==> src/rtl/dpi_pattern_gen.sv <==
// Test-pattern pixel source between the DPI timing generator and the pin mapping.
// Optional `CROSSHAIR_EN overlays a white crosshair at the screen centre in stage 2.
module dpi_pattern_gen #(
    parameter int H_ACTIVE = 640,
    parameter int V_ACTIVE = 480,
    parameter int FPS      = 60,
    parameter int BAR_STEP = 4
) (
    input  logic        clk,
    input  logic        resetn,
    input  logic        in_hsync,
    input  logic        in_vsync,
    input  logic        in_blank,
    input  logic [9:0]  in_x,
    input  logic [9:0]  in_y,
    input  logic [2:0]  pat_sel,
    input  logic        pat_sel_valid,
    output logic        out_hsync,
    output logic        out_vsync,
    output logic        out_de,
    output logic [17:0] out_color,
    output logic [2:0]  cur_pattern,
    output logic        sec_tick
);

    typedef enum logic {MODE_MANUAL, MODE_AUTO} mode_t;

    localparam int          FC_W   = $clog2(FPS + 1);
    localparam int          BAR_W  = H_ACTIVE / 8;
    localparam logic [9:0]  X_LAST = 10'(H_ACTIVE - 1);
    localparam logic [9:0]  Y_LAST = 10'(V_ACTIVE - 1);

    localparam logic [17:0] C_WHITE   = 18'h3ffff;
    localparam logic [17:0] C_YELLOW  = 18'h3ffc0;
    localparam logic [17:0] C_CYAN    = 18'h00fff;
    localparam logic [17:0] C_GREEN   = 18'h00fc0;
    localparam logic [17:0] C_MAGENTA = 18'h3f03f;
    localparam logic [17:0] C_RED     = 18'h3f000;
    localparam logic [17:0] C_BLUE    = 18'h0003f;
    localparam logic [17:0] C_BLACK   = 18'h00000;

    // Stage 1 registers
    logic       s1_hsync, s1_vsync, s1_de;
    logic [9:0] s1_x, s1_y;

    // Control state
    mode_t            mode;
    logic [2:0]       cur_pat;
    logic [2:0]       pend;
    logic             pend_v;
    logic [FC_W-1:0]  frame_cnt;
    logic [9:0]       bar_pos;

    logic        frame_edge;
    logic        fc_wrap;
    logic [10:0] bar_sum;
    logic [10:0] bar_end;
    logic [9:0]  bar_idx;
    logic [17:0] pat_color;
    logic [17:0] color_ov;

    assign frame_edge  = in_vsync & ~s1_vsync;
    assign fc_wrap     = (frame_cnt == FC_W'(FPS - 1));
    assign bar_sum     = {1'b0, bar_pos} + 11'(BAR_STEP);
    assign bar_end     = {1'b0, bar_pos} + 11'd16;
    assign bar_idx     = s1_x / 10'(BAR_W);
    assign cur_pattern = cur_pat;

    always_ff @(posedge clk) begin
        if (!resetn) begin
            s1_hsync <= 1'b0;
            s1_vsync <= 1'b0;
            s1_de    <= 1'b0;
            s1_x     <= '0;
            s1_y     <= '0;
        end else begin
            s1_hsync <= in_hsync;
            s1_vsync <= in_vsync;
            s1_de    <= ~in_blank;
            s1_x     <= in_x;
            s1_y     <= in_y;
        end
    end

    // pat_sel_valid is a fire-and-forget strobe with no ready: the last strobe
    // before a frame edge wins, and a strobe on the edge cycle waits one frame.
    always_ff @(posedge clk) begin
        if (!resetn) begin
            mode      <= MODE_MANUAL;
            cur_pat   <= '0;
            pend      <= '0;
            pend_v    <= 1'b0;
            frame_cnt <= '0;
            bar_pos   <= '0;
            sec_tick  <= 1'b0;
        end else begin
            sec_tick <= 1'b0;
            if (frame_edge) begin
                if (fc_wrap) begin
                    frame_cnt <= '0;
                    sec_tick  <= 1'b1;
                end else begin
                    frame_cnt <= frame_cnt + FC_W'(1);
                end
                if (bar_sum >= 11'(H_ACTIVE))
                    bar_pos <= 10'(bar_sum - 11'(H_ACTIVE));
                else
                    bar_pos <= bar_sum[9:0];
                // A manual request applied on this edge overrides the auto advance.
                if (pend_v) begin
                    pend_v <= 1'b0;
                    if (pend == 3'd7) begin
                        mode <= MODE_AUTO;
                    end else begin
                        mode    <= MODE_MANUAL;
                        cur_pat <= pend;
                    end
                end else if (mode == MODE_AUTO && fc_wrap) begin
                    cur_pat <= (cur_pat >= 3'd5) ? 3'd0 : cur_pat + 3'd1;
                end
            end
            if (pat_sel_valid) begin
                pend   <= pat_sel;
                pend_v <= 1'b1;
            end
        end
    end

    always_comb begin
        pat_color = C_BLACK;
        case (cur_pat)
            3'd0: begin
                if (s1_x < 10'd213)      pat_color = C_RED;
                else if (s1_x < 10'd426) pat_color = C_WHITE;
                else                     pat_color = C_BLUE;
            end
            3'd1: pat_color = (s1_x[4] ^ s1_y[4]) ? C_WHITE : C_RED;
            3'd2: begin
                case (bar_idx)
                    10'd0:   pat_color = C_WHITE;
                    10'd1:   pat_color = C_YELLOW;
                    10'd2:   pat_color = C_CYAN;
                    10'd3:   pat_color = C_GREEN;
                    10'd4:   pat_color = C_MAGENTA;
                    10'd5:   pat_color = C_RED;
                    10'd6:   pat_color = C_BLUE;
                    default: pat_color = C_BLACK;
                endcase
            end
            3'd3: pat_color = {s1_x[9:4], s1_x[9:4], s1_x[9:4]};
            3'd4: begin
                if ({1'b0, s1_x} >= {1'b0, bar_pos} && {1'b0, s1_x} < bar_end)
                    pat_color = C_WHITE;
            end
            3'd5: begin
                if (s1_x == 10'd0 || s1_x == X_LAST || s1_y == 10'd0 || s1_y == Y_LAST)
                    pat_color = C_WHITE;
            end
            default: pat_color = C_BLACK;
        endcase
    end

`ifdef CROSSHAIR_EN
    always_comb begin
        color_ov = pat_color;
        if (s1_x == 10'(H_ACTIVE / 2) || s1_y == 10'(V_ACTIVE / 2))
            color_ov = C_WHITE;
    end
`else
    assign color_ov = pat_color;
`endif

    always_ff @(posedge clk) begin
        if (!resetn) begin
            out_hsync <= 1'b0;
            out_vsync <= 1'b0;
            out_de    <= 1'b0;
            out_color <= '0;
        end else begin
            out_hsync <= s1_hsync;
            out_vsync <= s1_vsync;
            out_de    <= s1_de;
            out_color <= s1_de ? color_ov : C_BLACK;
        end
    end

endmodule
==> config.mk <==
export PLATFORM = sky130hd
export DESIGN_NAME = dpi_pattern_gen
export DESIGN_NICKNAME = d
export VERILOG_FILES = /design/src/rtl/dpi_pattern_gen.sv
export SDC_FILE = /design/constraint.sdc
export NUM_CORES = 1
export LEC_CHECK = 0
export ABC_CLOCK_PERIOD_IN_PS = 2600
export BUFFER_PORTS_ARGS = -buffer_cell sky130_fd_sc_hd__buf_2
export CAP_MARGIN = 5
export CORE_MARGIN = 2
export CORE_UTILIZATION = 56
export DETAILED_ROUTE_END_ITERATION = 8
export PLACE_DENSITY = 0.8
export SLEW_MARGIN = 15
export SYNTH_ARGS = -nofsm -noshare
export SYNTH_HDL_FRONTEND = slang
export SYNTH_SLANG_ARGS = --single-unit
==> constraint.sdc <==
create_clock -name clk -period 2.6 [get_ports clk]
set_input_delay 0.52 -clock clk [delete_from_list [all_inputs] [get_ports clk]]
set_output_delay 0.52 -clock clk [all_outputs]
set_load 0.1 [all_outputs]
# == Yosys cells after proc, flatten, opt, wreduce, memory -nomap -nowiden ==
# Index checks and enable logic that the tools add are counted.
# Widths: inputs -> output; s select.
# word_totals
register_bits,69
inputBits,29
output_inout_bits,25
wordCells,80
# op_classes
addsub,5
div,1
order_cmp,6
n_eq_ne,16
muxes,17
bitwise,4
reduce_logical,15
# op_table
cell,count
$pmux 18 s7,1
$pmux 18 s6,1
$mux 18,4
$eq 10x3->1 const B,3
$logic_not 10->1,3
$eq 10x2->1 const B,2
$mux 12,1
$mux 3,4
$add 10x3->11 const B,1
$add 10x5->11 const B,1
$ge 11x10->1 const B,1
$lt 10x11->1,1
$div 10x7->10 const B,1
$eq 10x1->1 const B,1
$eq 10x10->1 const B,1
$eq 10x9->1 const B,1
$ge 10x10->1,1
$lt 10x8->1 const B,1
$lt 10x9->1 const B,1
$mux 10,1
$sub 10x10->10 const B,1
$eq 3x3->1 const B,3
$add 6x1->6 const B,1
$eq 3x2->1 const B,2
16 further kinds,26

# == Longest topological paths before layout ==
# Gate-level depths: netlist of the first run.
# logic_depth
depth_word,6
depth_mapped,11
depth_no_buf,9

# == Worst setup path after synthesis of the first run ==
# Ideal clock, no wire load.
# synth_timing
kind,register to register
start,"register cur_pat[2], in the netlist cur_pattern[2]"
end,register out_color[12]
setup_ns,0.137
t_arrival_ns,2.387
required_ns,2.463
path_slack_ns,0.076
path_stages_with_launch,5
path_cell_list,dfxtp_1 -> clkinv_1 -> o21ai_0 -> clkbuf_1 -> a21oi_1
# synth_via
elab_chain_cells,2
word_cells_on_any_way,7
cone_classes,eq/ne (5); mux (1); reduce/logical (1)
# synth_lines
item,line_no,text
start: declaration,48,logic [2:0] cur_pat;
start signal: assignment,116,cur_pat <= pend;
start signal: assignment,119,cur_pat <= (cur_pat >= 3'd5) ? 3'd0 : cur_pat + 3'd1;
$eq 3x3->1 (tied with other cells),131,case (cur_pat)
$pmux 18 s6 (*),131,
end signal: assignment,183,out_color <= s1_de ? color_ov : C_BLACK;
end: declaration,21,"output logic [17:0] out_color,"
# Every way passes the cells marked *; elsewhere a longest branch is shown, timed or not.
# A chain may end at the register's enable or synchronous reset.

# == Worst setup path after layout of the first run ==
# layout_timing
start,register bar_pos[4]
end,register out_color[14]
# layout_via
elab_chain_cells,5
word_cells_on_any_way,6
cone_classes,add/sub (1); order compare (2); mux (2); reduce/logical (1)
# layout_lines
item,line_no,text
start: declaration,52,logic [9:0] bar_pos;
start signal: assignment,106,bar_pos <= 10'(bar_sum - 11'(H_ACTIVE));
start signal: assignment,108,bar_pos <= bar_sum[9:0];
$add 10x5->11,65,"assign bar_end = {1'b0, bar_pos} + 11'd16;"
$lt 10x11->1,152,"if ({1'b0, s1_x} >= {1'b0, bar_pos} && {1'b0, s1_x} < bar_end)"
$logic_and 1x1->1 (*),152,
$mux 18 (*),152,
$pmux 18 s6 (*),131,
# Marked as above.

==> results of run 1 <==
## metrics by stage
| stage | area [um2] | hold WS, ns | cells |
|---|---|---|---|
| global route | 3940 | 0.332 | 504 |
| global placement | 3700 | 0.416 | 488 |
| finish | 3940 | 0.322 | 504 |
| floorplan | 3310 | 0.412 | 364 |
| CTS | 3930 | 0.311 | 504 |
| detailed placement | 3700 | 0.434 | 488 |
## cells by family (layout without fill, tap and decap cells)
family,count (synthesis),in the layout
and+or+nand+nor,135,135
AOI/OAI and AO/OA,81,81
DFF,67,67
buffers and inverters,35,103
adders and majority gates,24,24
xor gates and xnor gates,16,16
muxes,6,6
## metal layers
layer  track usage (%)  part of all wire (%)  up-vias  wire length [um]
met5                 0                     0        -                 0
met4              8.81                  0.75        0                53
met3              5.44                   5.3        6               370
met2              38.5                    48       85              3380
met1              29.2                    46     1287              3220
li1                  -                     -     1424                 -
## path summary, 6_finish.rpt
| kind | depth (start not counted) | endpoint | start | slack, ns |
|---|---|---|---|---|
| max | 10 | out_color[14] | bar_pos[4] | 0.20 |
| min | 2 | s1_de | in_blank | 0.32 |
| max reg2reg | 10 | out_color[14] | bar_pos[4] | 0.20 |
| min reg2reg | 1 | out_hsync | s1_hsync | 0.44 |
## power breakdown
group	switching [mW]	total, mW	internal [mW]
registers	0.0399	1.11	1.07
logic	0.255	0.376	0.121
clock network	0.395	0.960	0.565
total	0.690	2.45	1.76
## synth_stat cells, types with 4 or more instances
cell type | instances | area, um2
o21ai_1 | 4 | 20.0
nor3_1 | 5 | 25.0
nor2b_1 | 7 | 43.8
nand2b_1 | 4 | 25.0
ha_1 | 24 | 300
buf_2 | 4 | 20.0
nor2_1 | 24 | 90.1
dfxtp_1 | 67 | 1340
mux2i_1 | 6 | 60.1
and2_1 | 25 | 156
a21oi_1 | 16 | 80.1
inv_1 | 17 | 63.8
a31oi_1 | 16 | 100
clkbuf_1 | 8 | 30.0
o21ai_0 | 11 | 55.1
nand2_1 | 28 | 105
nand3_1 | 9 | 45.0
nand4_1 | 8 | 50.1
xnor2_1 | 14 | 123
a211oi_1 | 8 | 60.1
and3_1 | 4 | 25.0
## critical path, stage by stage, from the launching register on
cell,delay (ns)
dfxtp_2,0.40
ha_2,0.25
nand3_1,0.11
xnor2_1,0.14
ha_1,0.27
o211ai_1,0.08
a211oi_1,0.18
nor2_1,0.11
buf_4,0.15
a2111oi_4,0.42
a21oi_1,0.13
## registers in the layout, indices dropped and copies added, names as in the netlist, 3 cells and up
name and flops:
pend 3, frame_cnt 6, s1_y 10, bar_pos 8
s1_x 10, out_color 18, cur_pattern 3
## final cells by class
class	count	area [um2]	area share, %
timing repair buffer	67	370	9.39
clock inverter	6	88.8	2.25
tap	72	90.1	2.28
multi-input combinational	262	1840	46.6
inverter	20	75.1	1.90
sequential	67	1350	34.1
clock buffer	10	138	3.49
## what timing repair did
| action | in CTS | in global routing |
|---|---|---|
| gates resized for setup | 1 | 4 |
| buffers inserted | 0 | 0 |
| cloned | 0 | 0 |
| endpoints found under the setup margin | 12 | 18 |
| pin swaps | 0 | 1 |
| hold endpoints to repair | 0 | 0 |
==> impl_metrics.py, run 1 <==
metrics = {
    "timing": {
        "tightest_slew_ns": 0.681,
        "fin_crit_sh_pct": 92.1,
        "period_minus_slack_ns": 2.40,
        "fin_tns_setup_ns": 0,
        "slew_viol_final": 0,
        "rsz0062_at_grt": "false",
        "setup_viol": 0,
        "worst_clock_skew_ns": 0.00726,
        "max_freq_mhz": 417,
        "finalHoldViolCount": 0,
        "setup_slack_ns": 0.205,
        "slew-limit-headroom_pct": 54.6,
    },
    "placed_design": {
        "dp_worst_setup_slack_ns": -0.134,
        "io_buffers": 53,
        "dp_hpwl_mm": 5.23,
        "gpl.final_weighted_congestion": 1.01,
    },
    "clocking": {
        "cts_sinks": 67,
        "insertion_delay_ns": 0.34,
        "h-tree-depth": 3,
        "cts-buffers-inserted": 9,
        "cts_tree": "built",
        "clkTransAtPathRegs_ns": 0.08,
        "clock-root-buffer": "clkbuf_8",
        "hold_buffers": 0,
        "clockBufferDepth": 2,
    },
    "logic_synthesis": {
        "ys_types": 58,
        "synthFlopType": "dfxtp_1",
        "synth_top_family_by_area": "simple AND/OR/NAND/NOR gates",
        "synthSimpleGateAreaFrac_pct": 22.2,
        "syn_area_per_cell_um2": 9.09,
        "synth_compound_area_share_pct": 17.8,
        "ys_ff_latch": 67,
        "syn_area_mm2": 0.00331,
        "synth-adder-area-share_pct": 9.07,
        "yosys_warnings": 0,
        "synth_mux_area_share_pct": 1.81,
        "syn_nets": 417,
        "ys_seq_area_share_pct": 40.5,
        "ys_async_sr_fraction_pct": 0,
        "synth_xor_area_share_pct": 4.23,
        "synth_edf_count": 0,
        "synthCells": 364,
    },
    "power": {
        "power_density_mw_per_mm2": 621,
        "ir_drop_mv": 0.487,
        "power_mw": 2.45,
        "power_leakage_nw": 1.66,
    },
    "route": {
        "vias": 2802,
        "drtPass1Iterations": 4,
        "ant_nets": 0,
        "dr.first_iter.drc_count": 166,
        "via_per_inst": 5.56,
        "drt-wirelength-per-cell_um": 13.9,
        "drc_errors": 0,
        "finalWirelength_mm": 7.02,
    },
    "global_route": {
        "antenna_found_initial": 0,
        "grt_usage_pct": 23.2,
        "grt_max_degree": 22,
        "grt_pass1_wl_mm": 11.7,
        "first_global_vias": 2634,
        "grt-ovfl-total": 0,
    },
    "worst_setup_path": {
        "endpoint_kind": "register",
        "cp.required_ns": 2.79,
        "crit_fanout": 7,
        "cp.arrival_ns": 2.59,
        "path_class": "register to register",
        "crit_path_start_kind": "register",
    },
    "cells_and_area": {
        "fillerInstances": 461,
        "final_util_pct": 70.3,
        "final_net_count": 480,
        "areaGrowthSynthToFinish_pct": 19.1,
        "drive_gt1_share_pct": 23.4,
        "n_antenna_cell": 0,
        "mostFrequentLayoutCell": "dfxtp_1",
        "layout_common_cells": "dfxtp_1 (64), buf_2 (53), nand2_1 (28), and2_1 (25), nor2_1 (24)",
    },
    "status": {
        "status": "finished, final reports clean",
    },
    "floorplan": {
        "io_pins": 54,
        "die_h_um": 80.9,
        "rows": 27,
        "coreArea_mm2": 0.00561,
        "die-area_mm2": 0.00654,
        "die_w_um": 80.9,
        "start_util_pct": 59.0,
    },
    "job": {
        "maxCapViolCount": 0,
    },
    "worst_hold_path": {
        "hold_class": "input pin to register",
    },
}
(Power assumes the default switching activity.)
==> inputs of run 2 (changes only) <==
--- a/config.mk
+++ b/config.mk
@@ -8,8 +8,10 @@
 export ABC_CLOCK_PERIOD_IN_PS = 2600
 export BUFFER_PORTS_ARGS = -buffer_cell sky130_fd_sc_hd__buf_2
 export CAP_MARGIN = 5
+export CELL_PAD_IN_SITES_DETAIL_PLACEMENT = 1
+export CELL_PAD_IN_SITES_GLOBAL_PLACEMENT = 2
 export CORE_MARGIN = 2
-export CORE_UTILIZATION = 56
+export CORE_UTILIZATION = 34
 export DETAILED_ROUTE_END_ITERATION = 8
 export PLACE_DENSITY = 0.8
 export SLEW_MARGIN = 15
==> run 2 against run 1 <==
Global-route usage is 6.1 points lower. Combinational power is 6.6% higher. Power is 0.59% lower. Largest power group unchanged.
==> impl_metrics.py, run 2 (same netlist as run 1, synthesis figures left out) <==
metrics = {
    "timing": {
        "rsz0062_at_grt": "false",
        "fin_crit_sh_pct": 93.6,
        "slew_viol_final": 0,
        "slew-limit-headroom_pct": 61.3,
        "fin_tns_setup_ns": 0,
        "period_minus_slack_ns": 2.43,
        "finalHoldViolCount": 0,
        "setup_slack_ns": 0.166,
        "setup_viol": 0,
        "max_freq_mhz": 411,
        "tightest_slew_ns": 0.572,
        "worst_clock_skew_ns": 0.0110,
    },
    "cells_and_area": {
        "regMostFlops": "out_color",
        "final_net_count": 488,
        "fillerInstances": 1156,
        "top_regs": "out_color: 18 flops, s1_x: 10 flops, s1_y: 10 flops",
        "areaGrowthSynthToFinish_pct": 23.4,
        "multi_input_area_mm2": 0.00185,
        "drive_gt1_share_pct": 24.1,
        "final_cell_area_mm2": 0.00409,
        "mostFrequentLayoutCell": "dfxtp_1",
        "regArea_mm2": 0.00134,
        "n_antenna_cell": 0,
        "largest_register_ffs": 18,
        "final_util_pct": 42.6,
        "layout_common_cells": "dfxtp_1 (67), buf_2 (53), nand2_1 (28), and2_1 (25), nor2_1 (24)",
        "fin_cells": 573,
    },
    "clocking": {
        "h-tree-depth": 3,
        "insertion_delay_ns": 0.35,
        "clockBufferDepth": 2,
        "cts_sinks": 67,
        "cts_tree": "built",
        "clock-root-buffer": "clkbuf_8",
        "clkTransAtPathRegs_ns": 0.08,
        "hold_buffers": 0,
        "cts-buffers-inserted": 9,
    },
    "route": {
        "top_layer_used": "met4",
        "via_per_inst": 5.03,
        "ant_nets": 0,
        "wl_met3_um": 354,
        "drc_errors": 0,
        "drt-wirelength-per-cell_um": 15.1,
        "drtPass1Iterations": 4,
        "finalWirelength_mm": 8.65,
        "wl_met1_mm": 4.05,
        "wl_met2_mm": 4.17,
        "vias": 2884,
        "dr.first_iter.drc_count": 77,
    },
    "placed_design": {
        "dp_worst_setup_slack_ns": -0.0837,
        "dp_hpwl_mm": 6.49,
        "dp_cells": 555,
        "gpl.final_weighted_congestion": 0.797,
        "dpl_cell_area_mm2": 0.00382,
        "io_buffers": 53,
    },
    "global_route": {
        "grt_max_degree": 19,
        "grt-ovfl-total": 0,
        "grt_pass1_wl_mm": 14.1,
        "grt_usage_pct": 17.1,
        "first_global_vias": 2880,
        "antenna_found_initial": 0,
    },
    "floorplan": {
        "coreArea_mm2": 0.00959,
        "start_util_pct": 34.5,
        "die-area_mm2": 0.0105,
        "die_w_um": 103,
        "die_h_um": 103,
        "rows": 36,
        "io_pins": 54,
    },
    "worst_setup_path": {
        "cp.arrival_ns": 2.66,
        "cp-startpoint": "bar_pos[6]",
        "endpoint_kind": "register",
        "crit_fanout": 6,
        "reg2reg_from": "bar_pos[6]",
        "ff2ff_path_depth": 11,
        "path_class": "register to register",
        "cp.required_ns": 2.83,
        "crit_path_start_kind": "register",
    },
    "power": {
        "power_density_mw_per_mm2": 596,
        "power_leakage_nw": 1.71,
        "ir_drop_mv": 0.233,
    },
    "status": {
        "status": "finished, final reports clean",
    },
    "worst_hold_path": {
        "hold_class": "input pin to register",
        "hold_depth": 2,
        "hp-start": "in_blank",
    },
    "job": {
        "maxCapViolCount": 0,
    },
}
-- run 2: cell types whose count changed in the layout (fill, tap and decap cells not counted), sizes merged --
cell,change
buf,+8
bufinv,-1
clkbuf,-1
clkinv,-1
clkinvlp,-1
inv,+4
-- run 2: layout make-up --
cell class	count	area share, %
tap	133	4.07
inverter	20	1.84
clock buffer	9	3.03
timing repair buffer	75	10.8
multi-input combinational	262	45.3
clock inverter	7	2.05
sequential	67	32.8
-- run 2: path summary, 6_finish.rpt --
check / endpoint / slack [ns]
worst max-delay path: out_color[16] / 0.17
worst min-delay path: s1_de / 0.33
worst max register to register: out_color[16] / 0.17
worst min register to register: out_hsync / 0.44
-- run 2: per-layer routing --
metal,up-vias,GRT usage (%)
li1,1438,-
met1,1390,22.3
met2,52,28.8
met3,4,3.25
met4,0,5.23
met5,-,0
-- run 2: metrics by stage --
| stage | total power [mW] | hold slack [ns] |
|---|---|---|
| after floorplan | 1.41 | 0.412 |
| after global placement | 1.52 | 0.420 |
| after detailed placement | 1.53 | 0.429 |
| after CTS | 2.46 | 0.318 |
| after global routing | 2.55 | 0.314 |
| final | 2.43 | 0.325 |
-- run 2: what timing repair did --
item	4_1_cts	5_1_grt
pin swaps	0	2
setup buffers	0	2
endpoints found under the hold margin	0	0
resized for setup	1	4
endpoints found under the setup margin	12	19
-- run 2: where the power goes --
group,internal (mW),total (mW),switching [mW]
registers,1.07,1.11,0.0413
clock network,0.461,0.921,0.459
logic,0.133,0.401,0.268
-- run 2: critical path, stage by stage, from the launching register on --
cell and delay [ns]:
dfxtp_1 0.46, and3_1 0.22, nand3_1 0.12, xnor2_1 0.15, ha_1 0.30, o211ai_1 0.09, a211oi_1 0.18, nor2_1 0.11
buf_4 0.15, a2111oi_4 0.26, buf_4 0.20, a21oi_1 0.07
